### config.mk
export PLATFORM = sky130hd
export DESIGN_NAME = lif_neuron_fetch
export DESIGN_NICKNAME = d
export VERILOG_FILES = /design/src/rtl/snn_pkg.sv /design/src/rtl/lif_neuron_fetch_sat_add.sv /design/src/rtl/lif_neuron_fetch.sv
export SDC_FILE = /design/constraint.sdc
export NUM_CORES = 1
export LEC_CHECK = 0
export ABC_AREA = 1
export BUFFER_PORTS_ARGS = -buffer_cell sky130_fd_sc_hd__buf_2
export CAP_MARGIN = 20
export CORE_MARGIN = 3
export CORE_UTILIZATION = 40
export CTS_CLUSTER_DIAMETER = 60
export DETAILED_ROUTE_END_ITERATION = 16
export HOLD_SLACK_MARGIN = 0.1
export PLACE_DENSITY = 0.61
export SYNTH_ARGS = -nofsm -noshare
export SYNTH_HDL_FRONTEND = slang
export SYNTH_HIERARCHICAL = 1
export SYNTH_SLANG_ARGS = --single-unit
### constraint.sdc
create_clock -name clk -period 3.85 [get_ports clk]
set_input_delay 0.1925 -clock clk [delete_from_list [all_inputs] [get_ports clk]]
set_output_delay 0.1925 -clock clk [all_outputs]
set_load 0.01 [all_outputs]
### src/rtl/snn_pkg.sv
// Shared defaults and state encoding for the spiking-neuron fetch blocks.
// Latency: n/a (types and constants only).
// Backpressure: n/a.
package snn_pkg;

    // Default weight-memory address width and signed weight width.
    localparam int SNN_ADDR_W   = 4;
    localparam int SNN_DW       = 8;
    // Extra membrane bits above the weight width, so several weights
    // can accumulate before saturation kicks in.
    localparam int SNN_HEADROOM = 4;

    // One timestep walks LEAK -> SCAN/REQ/WAIT per input -> FIRE.
    typedef enum logic [2:0] {
        ST_IDLE = 3'd0,
        ST_LEAK = 3'd1,
        ST_SCAN = 3'd2,
        ST_REQ  = 3'd3,
        ST_WAIT = 3'd4,
        ST_FIRE = 3'd5
    } state_t;

endpackage

### src/rtl/lif_neuron_fetch_sat_add.sv
// Signed add/subtract of two W-bit operands, clamped to the W-bit signed range.
// Latency: combinational, zero cycles.
// Backpressure: none; pure datapath.
module sat_add #(
    parameter int W = 12
) (
    input  logic signed [W-1:0] a,
    input  logic signed [W-1:0] b,
    input  logic                sub,
    output logic signed [W-1:0] sum
);

    localparam logic [W-1:0] S_MAX = {1'b0, {(W-1){1'b1}}};
    localparam logic [W-1:0] S_MIN = {1'b1, {(W-1){1'b0}}};

    logic [W:0] wide;

    // One guard bit catches overflow; clamp toward the sign of the true result.
    always_comb begin
        wide = '0;
        sum  = '0;
        if (sub) begin
            wide = {a[W-1], a} - {b[W-1], b};
        end else begin
            wide = {a[W-1], a} + {b[W-1], b};
        end
        if (wide[W] != wide[W-1]) begin
            sum = wide[W] ? S_MIN : S_MAX;
        end else begin
            sum = wide[W-1:0];
        end
    end

endmodule

### src/rtl/lif_neuron_fetch.sv
// Leaky integrate-and-fire neuron; fetches one weight per active input spike.
// Latency: N_IN+2 cycles per timestep with no spikes, +2 plus responder delay per spike.
// Backpressure: one outstanding weight read; WAIT stalls for w_valid (bounded to
// TIMEOUT cycles when LIF_NEURON_FETCH_TIMEOUT_EN is defined, sets sticky err).
module lif_neuron_fetch
    import snn_pkg::*;
#(
    parameter int ADDR_W     = SNN_ADDR_W,
    parameter int DW         = SNN_DW,
    parameter int N_IN       = 8,
    parameter int BASE_ADDR  = 0,
    parameter int THRESH     = 64,
    parameter int LEAK_SHIFT = 2,
    parameter int TIMEOUT    = 15
) (
    input  logic                             clk,
    input  logic                             rst_n,
    input  logic                             start,
    input  logic [N_IN-1:0]                  spikes_in,
    output logic                             w_req,
    output logic [ADDR_W-1:0]                w_addr,
    input  logic                             w_valid,
    input  logic signed [DW-1:0]             w_data,
    output logic                             spike_out,
    output logic signed [DW+SNN_HEADROOM-1:0] membrane,
    output logic                             busy,
    output logic                             done,
    output logic                             err
);

    localparam int VW    = DW + SNN_HEADROOM;
    localparam int SPK_W = 1 << ADDR_W;
    localparam logic [ADDR_W-1:0] LAST_IDX  = ADDR_W'(N_IN - 1);
    localparam logic [ADDR_W-1:0] BASE_IDX  = ADDR_W'(BASE_ADDR);

    // Reject configurations the index counter or timeout counter cannot cover.
    if (N_IN < 1 || N_IN > SPK_W) begin : g_bad_n_in
        $error("lif_neuron_fetch: N_IN must be in 1..2**ADDR_W");
    end
    if (TIMEOUT < 1) begin : g_bad_timeout
        $error("lif_neuron_fetch: TIMEOUT must be at least 1");
    end

    state_t               state;
    logic [SPK_W-1:0]     spk_q;
    logic [ADDR_W-1:0]    idx;
    logic signed [VW-1:0] v_q;

    logic signed [VW-1:0] leak_sh;
    logic signed [VW-1:0] v_leak;
    logic signed [VW-1:0] w_ext;
    logic signed [VW-1:0] v_acc;
    logic signed [31:0]   v_wide;

    assign leak_sh  = v_q >>> LEAK_SHIFT;
    assign w_ext    = {{SNN_HEADROOM{w_data[DW-1]}}, w_data};
    assign v_wide   = {{(32-VW){v_q[VW-1]}}, v_q};
    assign membrane = v_q;

    // Leak path: v - (v >>> LEAK_SHIFT), clamped.
    sat_add #(.W(VW)) u_leak (
        .a   (v_q),
        .b   (leak_sh),
        .sub (1'b1),
        .sum (v_leak)
    );

    // Integrate path: v + sign-extended weight, clamped.
    sat_add #(.W(VW)) u_acc (
        .a   (v_q),
        .b   (w_ext),
        .sub (1'b0),
        .sum (v_acc)
    );

`ifdef LIF_NEURON_FETCH_TIMEOUT_EN
    localparam int                TMO_W    = $clog2(TIMEOUT + 1);
    localparam logic [TMO_W-1:0]  TMO_LAST = TMO_W'(TIMEOUT - 1);
    logic [TMO_W-1:0]             tmo_cnt;
`else
    // A silent responder stalls WAIT forever, so there is nothing to flag.
    assign err = 1'b0;
`endif

    // Timestep sequencer; all outputs are registered here.
    always_ff @(posedge clk or negedge rst_n) begin
        if (!rst_n) begin
            state     <= ST_IDLE;
            spk_q     <= '0;
            idx       <= '0;
            v_q       <= '0;
            w_req     <= 1'b0;
            w_addr    <= '0;
            spike_out <= 1'b0;
            done      <= 1'b0;
            busy      <= 1'b0;
`ifdef LIF_NEURON_FETCH_TIMEOUT_EN
            err       <= 1'b0;
            tmo_cnt   <= '0;
`endif
        end else begin
            done      <= 1'b0;
            spike_out <= 1'b0;
            w_req     <= 1'b0;
            case (state)
                ST_IDLE: begin
                    if (start) begin
                        spk_q <= SPK_W'(spikes_in);
                        idx   <= '0;
                        busy  <= 1'b1;
                        state <= ST_LEAK;
                    end
                end
                ST_LEAK: begin
                    v_q   <= v_leak;
                    state <= ST_SCAN;
                end
                ST_SCAN: begin
                    if (spk_q[idx]) begin
                        w_req  <= 1'b1;
                        w_addr <= BASE_IDX + idx;
                        state  <= ST_REQ;
                    end else if (idx == LAST_IDX) begin
                        state <= ST_FIRE;
                    end else begin
                        idx <= idx + ADDR_W'(1);
                    end
                end
                ST_REQ: begin
`ifdef LIF_NEURON_FETCH_TIMEOUT_EN
                    tmo_cnt <= '0;
`endif
                    state <= ST_WAIT;
                end
                ST_WAIT: begin
                    if (w_valid) begin
                        v_q <= v_acc;
                        if (idx == LAST_IDX) begin
                            state <= ST_FIRE;
                        end else begin
                            idx   <= idx + ADDR_W'(1);
                            state <= ST_SCAN;
                        end
                    end
`ifdef LIF_NEURON_FETCH_TIMEOUT_EN
                    else if (tmo_cnt == TMO_LAST) begin
                        // Missing weight counts as zero: v is left as is.
                        err <= 1'b1;
                        if (idx == LAST_IDX) begin
                            state <= ST_FIRE;
                        end else begin
                            idx   <= idx + ADDR_W'(1);
                            state <= ST_SCAN;
                        end
                    end else begin
                        tmo_cnt <= tmo_cnt + TMO_W'(1);
                    end
`endif
                end
                ST_FIRE: begin
                    if (v_wide >= THRESH) begin
                        spike_out <= 1'b1;
                        v_q       <= '0;
                    end
                    done  <= 1'b1;
                    busy  <= 1'b0;
                    state <= ST_IDLE;
                end
                default: begin
                    busy  <= 1'b0;
                    state <= ST_IDLE;
                end
            endcase
        end
    end

endmodule

==> impl_metrics.py <==
metrics = {
    "sta": {
        "finalMaxSlewViolations": 0,
        "worst_pin_slew_ps": 795,
        "min_period_ps": 2870,
        "setup_tns_ps": 0,
        "worst_clock_skew_ps": 6.66,
        "rsz0062_at_grt": "no",
        "setup_viol_count_final": 0,
        "final-hold-violation-count": 0,
        "max_freq_mhz": 348,
        "slew_headroom_pct": 47.0,
        "finalCritPeriodShare_pct": 74.5,
    },
    "synth": {
        "syn_inst": 592,
        "synth_common_cells": "nand2_1 (161), inv_1 (89), nor2_1 (40)",
        "synth.most_common_cell": "nand2_1",
        "synth_top_area_cell": "dfrtp_1",
        "synth_flop_cell": "dfrtp_1",
        "ys_ff_latch": 35,
        "synth_cell_types": 34,
        "synth-edff-count": 0,
        "synthArstFlopShare_pct": 100,
        "yosysTopAreaCellShare_pct": 21.9,
        "seq_area_frac_synth_pct": 21.9,
        "avgSynthCellArea_sq_um": 6.76,
        "yosys_warnings": 6,
        "synth_area_leaders": "dfrtp_1 (22%), nand2_1 (15%), ha_1 (8.4%), inv_1 (8.3%), xor2_1 (4.8%)",
        "netlist_area_sq_mm": 0.00400,
    },
    "place": {
        "hpwl_um": 7540,
        "place_congestion": 0.857,
        "port_buffers": 39,
    },
    "floorplanning": {
        "io_pins": 41,
        "core_sq_mm": 0.00950,
        "rows": 35,
        "initial_core_util_pct": 42.1,
        "die_area_sq_mm": 0.0112,
        "die_h_um": 106,
        "fp.dieW_um": 106,
    },
    "critical_path": {
        "worst_ep_arrival_time_ps": 3070,
        "path_max_fanout": 11,
        "cp_num_buf_inv": 3,
        "slowest_stage": "dfrtp_1",
        "path_cells": "inv_1, ha_1, a21oi_1, o21ai_0, nand2_1, ha_1, a21oi_2, nand2_2, nand3_1, nand3_1, nand2_1, nand2_2, inv_2, nand3_2, a21oi_1, a32o_1, inv_1, o21ai_1",
        "crit_required_ps": 4050,
        "setup.worst_path.start_class": "register",
        "reg2reg_setup_slack_ps": 980,
        "max_stage_delay_ps": 490,
        "critPathTopFamily": "compound AO/OA/AOI/OAI gates",
        "endpoint_kind": "register",
        "criticalPathCategory": "register to register",
    },
    "global_route": {
        "grt_max_degree": 36,
        "overflow": 0,
        "first_global_vias": 3492,
        "grt_pass1_wl_um": 16000,
        "antenna_found_initial": 0,
        "track_usage_pct": 16.9,
    },
    "routing": {
        "drcViolationCount": 0,
        "wl_um": 9210,
        "post_drt_wl_per_cell_um": 12.2,
        "num_vias": 3674,
        "drtIter0Drc": 154,
        "final_antenna_net_count": 0,
        "viasPerCell": 4.85,
        "firstDrtPassIters": 4,
    },
    "status": {
        "status": "complete, no violations",
    },
    "clocking": {
        "htreeDepth": 2,
        "cts.sinks": 35,
        "tritoncts": "done",
        "cts_buffer_depth": 2,
        "cts_buffers": 5,
        "cts-root-buf": "clkbuf_8",
        "clock_latency_ps": 280,
        "clk_pin_slew_ps": 80,
    },
    "layout": {
        "antennaDiodeCount": 0,
        "fin_nets": 676,
        "drive_gt1_share_pct": 18.9,
        "area_growth_pct": 9.09,
    },
    "min_path": {
        "min-delay-path-class": "input pin to register",
    },
    "flow_run": {
        "max_cap_violations": 0,
    },
}
-- routing by layer --
metal | share of wire (%) | up-vias | wire length [um] | GRT usage (%)
met5 | 0 | - | 0 | 0
met4 | 0.86 | 0 | 79 | 3.24
met1 | 52 | 1651 | 4820 | 24.4
met2 | 44 | 66 | 4060 | 28.1
met3 | 2.6 | 6 | 243 | 1.03
li1 | - | 1951 | - | -
-- through the flow --
stage | instance area (sq um) | setup WS, ps | hold WS, ps | cells | util (%)
2_1_floorplan | 4010 | 1200 | -103 | 593 | -
3_3_place_gp | 4260 | 824 | 317 | 748 | 44.8
3_5_place_dp | 4260 | 714 | 335 | 748 | 44.8
4_1_cts | 4370 | 989 | 124 | 757 | 46.0
5_1_grt | 4370 | 651 | 138 | 757 | 46.0
6_report | 4370 | 980 | 128 | 757 | 46.0
-- worst paths after layout --
kind | startpoint | endpoint | cells past startpoint
setup / recovery | membrane[2] | membrane[0] | 18
min in group asynchronous | rst_n | spk_q[2] | 2
hold / removal | spikes_in[0] | spk_q[0] | 2
max in group asynchronous | rst_n | membrane[4] | 2
hold reg to reg | w_addr[1] | w_addr[1] | 2
setup reg to reg | membrane[2] | membrane[0] | 18
-- layout make-up --
| cell class | instances | area, sq um |
|---|---|---|
| Inverter | 106 | 398 |
| Sequential cell | 35 | 876 |
| Fill cell | 990 | 5130 |
| Multi-Input combinational cell | 438 | 2620 |
| Clock inverter | 2 | 16.3 |
| Tap cell | 129 | 161 |
| Clock buffer | 6 | 82.6 |
| Timing Repair Buffer | 41 | 213 |
-- logic make-up (layout without fill, tap and decap cells) --
family,Yosys count,in the layout,share of synthesized area [%]
and+or+nand+nor,287,287,34.3
adders and majority gates,29,29,9.44
other,2,3,0.188
AOI/OAI and AO/OA,82,82,13.3
muxes,1,1,0.281
DFF,35,35,21.9
xor gates and xnor gates,36,36,7.87
buffers and inverters,120,155,12.7
-- sequential cells by signal, summed over array words and instances (netlist names) --
register and cells:
done 1, spk_q 8, w_req 1, state 3
membrane 12, busy 1, spike_out 1, w_addr 4
idx 4
-- placed cells by master (no fill, tap or decap), drive strengths merged --
cell type,count
mux2,1
and3b,1
clkinv,1
a32o,12
conb,3
a31oi,10
fa,2
nand4,8
xor2,22
o21ai,22
buf,40
nand3,44
dfrtp,35
nor2,54
inv,106
xnor2,14
o21bai,2
clkinvlp,1
ha,27
nand3b,2
nor3,1
clkbuf,6
dlygate4sd3,1
nand2,177
a21oi,36
-- what timing repair did --
item,CTS,global route
resized for setup,0,0
hold buffers,1,0
setup buffers,0,0
endpoints found under the hold margin,35,0
Power is left out: the tool's default activity adds up to more than one toggle a clock period on the data nets, which glitch-free logic cannot reach.
